==> src/rtl/fifo_ctrl.sv <==
// FIFO control stage: gates producer push/pop requests against the current
// occupancy, drives the memory write/read addresses and reports status and
// sticky error flags. The memory itself lives downstream of this block.
module fifo_ctrl #(
  parameter int MEM_SIZE  = 8,
  parameter int WORD_SIZE = 10,
  parameter int PTR       = 3
) (
  input  logic                 clk,
  input  logic                 reset,
  input  logic                 push_in,
  input  logic                 pop_in,
  input  logic [WORD_SIZE-1:0] data_in,
  input  logic [PTR:0]         umbral_alto,
  input  logic [PTR:0]         umbral_bajo,
  output logic                 push,
  output logic                 pop,
  output logic [PTR-1:0]       wr_ptr,
  output logic [PTR-1:0]       rd_ptr,
  output logic [WORD_SIZE-1:0] data_in_MM,
  output logic [PTR:0]         count,
  output logic                 full,
  output logic                 empty,
  output logic                 almost_full,
  output logic                 almost_empty,
  output logic                 overflow,
  output logic                 underflow,
  output logic                 valid_out
);

  // Depth expressed on the count width so the full compare is width-matched.
  localparam logic [PTR:0] DEPTH = (PTR+1)'(MEM_SIZE);

  logic [PTR:0] count_inc;
  logic [PTR:0] count_dec;

  // The write word passes straight through to the memory.
  assign data_in_MM = data_in;

  // Status flags decode the registered occupancy; threshold compares are unsigned.
  always_comb begin
    full         = (count == DEPTH);
    empty        = (count == '0);
    almost_full  = (count >= umbral_alto);
    almost_empty = (count <= umbral_bajo);
  end

  // Acceptance: a pop needs data present; a push needs room, or a pop freeing
  // a slot in the same cycle so that full + push + pop keeps streaming.
  always_comb begin
    pop       = pop_in & ~empty;
    push      = push_in & (~full | pop);
    count_inc = {{PTR{1'b0}}, push};
    count_dec = {{PTR{1'b0}}, pop};
  end

  // Pointer, occupancy, read-valid and sticky error registers.
  // Pointers wrap naturally because MEM_SIZE is a power of two.
  always_ff @(posedge clk) begin
    if (!reset) begin
      wr_ptr    <= '0;
      rd_ptr    <= '0;
      count     <= '0;
      overflow  <= 1'b0;
      underflow <= 1'b0;
      valid_out <= 1'b0;
    end else begin
      wr_ptr    <= wr_ptr + PTR'(push);
      rd_ptr    <= rd_ptr + PTR'(pop);
      count     <= count + count_inc - count_dec;
      valid_out <= pop;
      overflow  <= overflow  | (push_in & ~push);
      underflow <= underflow | (pop_in  & ~pop);
    end
  end

endmodule

==> config.mk <==
export PLATFORM = sky130hd
export DESIGN_NAME = fifo_ctrl
export DESIGN_NICKNAME = d
export VERILOG_FILES = /design/src/rtl/fifo_ctrl.sv
export SDC_FILE = /design/constraint.sdc
export NUM_CORES = 1
export LEC_CHECK = 0
export CAP_MARGIN = 20
export CORE_UTILIZATION = 35
export DETAILED_ROUTE_END_ITERATION = 16
export HOLD_SLACK_MARGIN = 0.05
export PLACE_DENSITY_LB_ADDON = 0.25
export SLEW_MARGIN = 0
export SYNTH_ARGS = -nofsm -noshare
export SYNTH_HDL_FRONTEND = slang
export SYNTH_SLANG_ARGS = --single-unit
==> constraint.sdc <==
create_clock -name clk -period 4.6 [get_ports clk]
set_clock_uncertainty 0.15 [all_clocks]
set_input_delay 1.38 -clock clk [delete_from_list [all_inputs] [get_ports clk]]
set_output_delay 1.38 -clock clk [all_outputs]
set_load 0.03 [all_outputs]
Word level (Yosys, flattened, before mapping)
Index checks and enable logic that the tools add are counted.

Register bits: 13. Bits of input ports: 22. Output and inout bits: 29. Logic and storage cells: 25.

Add/sub/neg operators: 4. $lt $le $gt $ge: 2. Equality and inequality tests: 1. Bitwise operators: 11. Reductions and logical operators: 1.

Operators by type and width (number): $add 3x1->3 (2); $add 4x1->4 (1); $and 1x1->1 (4); $eq 4x4->1 const B (1); $ge 4x4->1 (1); $le 4x4->1 (1); $logic_not 4->1 (1); $not 1->1 (4); $sub 4x1->4 (1); $or 1x1->1 (3).

Depth between registers and ports, before layout
Depth after elaboration: 8. Gate-level depth with buffers: 11. Gate-level depth less buffers: 11.

Least setup slack after synthesis
Ideal clock, no wire load.

Path type: input-to-output. Start point: input port umbral_alto[0]. End point: output port almost_full. Data arrival time: 2462 ps. Data required time: 3070 ps. Path slack: 608 ps. Stages on the path: 4. Buffers on the path: 0. Cell sequence: ha_1 nand2b_1 a21oi_1 o21ai_0.

Word-level cells in the longest chain between the ends: 1.

RTL lines: start: declaration (line 14) `input logic [PTR:0] umbral_alto,`; $ge 4x4->1 (line 44) `almost_full = (count >= umbral_alto);`; end: declaration (line 24) `output logic almost_full,`.

Every way passes these cells.

Worst setup path after layout
Start point: input port pop_in. End point: output port push.

Word-level cells in the longest chain between the ends: 3.

RTL lines: start: declaration (line 12) `input logic pop_in,`; $and 1x1->1 (line 51) `pop = pop_in & ~empty;`; $or 1x1->1 (line 52) `push = push_in & (~full | pop);`; $and 1x1->1 (line 52); end: declaration (line 16) `output logic push,`.

Every way passes these cells.

==> impl_metrics.json <==
{
  "gp_congestion": 0.633,
  "p_int_mw": 0.373,
  "holdBufCountCts": 0,
  "grt_pass1_wl_mm": 2.63,
  "status": "finished, final reports clean",
  "cts_tree": "done",
  "synth_edf_count": 0,
  "layoutNonFillerInstCount": 150,
  "drc": 0,
  "cp.required_ns": 3.07,
  "p_sw_mw": 0.295,
  "crit_buf_inv": 3,
  "cts-root-buf": "clkbuf_4",
  "io_buffers": 30,
  "period_share": 0.979,
  "synth_ff_type": "dfxtp_1",
  "clk_pin_slew_ns": 0.08,
  "yosysUniqueCellTypes": 17,
  "cpLargestDelayFamily": "buffers and inverters",
  "finalPower_mw": 0.668,
  "power_frac_clock": 0.105,
  "cpPeakStageDelay_ns": 0.67,
  "yosysWarnings": 0,
  "grt_max_degree": 15,
  "fmax_mhz": 222,
  "finalSetupViolCount": 0,
  "wirelength_mm": 1.59,
  "final-max-slew-violation-count": 0,
  "antenna_found_initial": 0,
  "reg2reg_depth": 12,
  "yosysMostFrequentCell": "ha_1",
  "core.rowCount": 17,
  "dp_slack_ns": -0.00380,
  "die_area_um2": 2680,
  "path_cells": "clkdlybuf4s50_1 > inv_1 > o21ai_0 > and2_1 > clkdlybuf4s50_1",
  "synth_compound_area_frac": 0.0764,
  "cts_sinks": 13,
  "hold_viol_final": 0,
  "area_delta_synth_final_pct": 33.9,
  "synth_xor_area_frac": 0.0403,
  "final_antenna_net_count": 0,
  "grt_overflow": 0,
  "first_global_vias": 696,
  "p_leak_nw": 0.566,
  "seq_area_frac_synth": 0.300,
  "worst_pin_slew_ns": 0.388,
  "crit_type": "input pin to output port",
  "syn_nets": 138,
  "nets": 164,
  "r2r_end": "count[2]",
  "synthCells": 97,
  "via_per_inst": 4.55,
  "ys_ff_latch": 13,
  "cp_slowest_cell": "clkdlybuf4s50_1",
  "maxCapViolCount": 0,
  "routedWlPerCell_um": 10.6,
  "comb_power_share": 0.640,
  "hold_class": "flop to flop",
  "switching_share": 0.441,
  "hpwlAfterDp_mm": 1.27,
  "crit_top_cell": "clkdlybuf4s50_1",
  "whs_path_depth": 2,
  "syn_area_um2": 868,
  "cts_buffers": 3,
  "crit_start": "pop_in",
  "dieWidth_um": 51.8,
  "synth_async_sr_flop_share": 0,
  "fin_crit_ns": 4.51,
  "core_um2": 2280,
  "max-vdd-ir-drop_mv": 0.306,
  "yosys.area_share.simple": 0.146,
  "drive_gt1_frac": 0.0574,
  "slew-limit-headroom": 0.741,
  "end_kind": "output port",
  "vias": 683,
  "synth_top_cell_area_share": 0.300,
  "hp-start": "overflow",
  "critPathLaunchType": "input pin",
  "avgSynthCellArea_um2": 8.95,
  "synthMuxAreaShare": 0,
  "synth.area.top_cells": "dfxtp_1 (30%), ha_1 (26%), and2_1 (9.4%)",
  "setup_ws_ns": 0.0949,
  "fin_area_um2": 1160,
  "die_h_um": 51.8,
  "critPathArrivalTime_ns": 2.98,
  "crit_fanout": 2,
  "synth_top_family_by_area": "adder cells",
  "synth_top_area_cell": "dfxtp_1",
  "grt_util_all_layers": 0.133,
  "placed_area_um2": 1140,
  "final_core_util": 0.511,
  "cts_buffer_depth": 2,
  "synthAdderAreaFrac": 0.282,
  "whs_ns": 0.320,
  "min_to": "overflow",
  "htree_levels": 1,
  "ys_top_cells_by_count": "ha_1 (18), inv_1 (15), and2_1 (13), dfxtp_1 (13), buf_4 (10)",
  "fillCellCount": 236,
  "rsz0062_at_grt": "false",
  "start_util": 0.382,
  "seqPwrFrac": 0.255,
  "dp.cells": 146,
  "antennaDiodeCount": 0,
  "worst_skew_pair.late_latency_ns": 0.27,
  "drt_iter0_drc": 2,
  "rrSetupSlack_ns": 2.05,
  "p_per_area_nw_per_um2": 575,
  "r2r_start": "count[2]",
  "num_io_pins": 51,
  "first_pass_iters": 3,
  "final.setup.tns_ns": 0
}
-- sequential cells by signal, summed over array words and instances, names as in the netlist --
register	flops
wr_ptr	3
underflow	1
valid_out	1
count	4
rd_ptr	3
overflow	1
-- layer usage --
layer | global-route usage | share of wire | wire length, um | vias up
met5 | 0 | 0 | 0 | -
met4 | 0.0766 | 0.017 | 27 | 0
met3 | 0.0380 | 0.090 | 143 | 6
met2 | 0.240 | 0.46 | 723 | 32
met1 | 0.134 | 0.44 | 693 | 300
li1 | - | - | - | 345
-- repair_timing --
action | 4_1_cts | 5_1_grt
endpoints found under the hold margin | 0 | 0
resized for setup | 1 | 0
setup buffers | 0 | 0
endpoints found under the setup margin | 1 | 0
-- worst max-delay path by stage --
stage                             end  slack [ns]  depth (start not counted)
after floorplan           almost_full        0.61                          4
after global placement    almost_full        0.04                          6
after detailed placement  almost_full      -0.004                          6
after CTS                        push         0.1                          5
after global routing             push        0.02                          5
final                            push        0.09                          5
-- cells by family after synthesis --
kind of cell | count (synthesis)
AND/OR/NAND/NOR | 23
adder cells (fa/ha/maj) | 19
flip-flops | 13
AO/OA/AOI/OAI | 12
XOR/XNOR | 4
buffers and inverters | 26
-- power by group through the flow --
stage	Combinational (mW)	Clock, mW	Sequential [mW]
5_1_grt	0.478	0.0786	0.176
3_5_place_dp	0.437	0	0.174
2_1_floorplan	0.239	0	0.228
6_report	0.428	0.0699	0.171
3_3_place_gp	0.428	0	0.172
4_1_cts	0.436	0.0735	0.172
-- worst register-to-register path: cells and delay by family (launching register included) --
kind | cells | cell delay [ns]
adders and majority gates | 4 | 0.95
buffers and inverters | 4 | 0.35
xor gates and xnor gates | 1 | 0.13
and+or+nand+nor | 3 | 0.46
DFF | 1 | 0.39
-- placed cells by master (no fill, tap or decap) --
master | synthesis | final
fa_1 | 1 | 1
and2_1 | 13 | 13
dlygate4sd2_1 | 0 | 1
ha_1 | 18 | 18
clkbuf_4 | 0 | 3
xnor2_1 | 1 | 1
a21o_1 | 1 | 1
a21oi_2 | 1 | 1
a21oi_1 | 5 | 5
nand2b_1 | 1 | 1
nor2_1 | 2 | 2
inv_1 | 15 | 15
xor2_1 | 3 | 3
buf_4 | 10 | 3
clkdlybuf4s50_1 | 0 | 28
dfxtp_1 | 13 | 13
clkbuf_1 | 1 | 1
nand2_1 | 5 | 5
o21ai_0 | 5 | 5
nor2b_1 | 2 | 2
-- area by class of cell --
class	instances	area, um^2	area share
multi-input cells	58	473	0.407
repair buffers	32	312	0.268
flip-flops and latches	13	260	0.224
inverters	15	56.3	0.0484
well taps	28	35.0	0.0301
clock buffers	4	26.3	0.0226
Power figures use the tool's default switching activity.
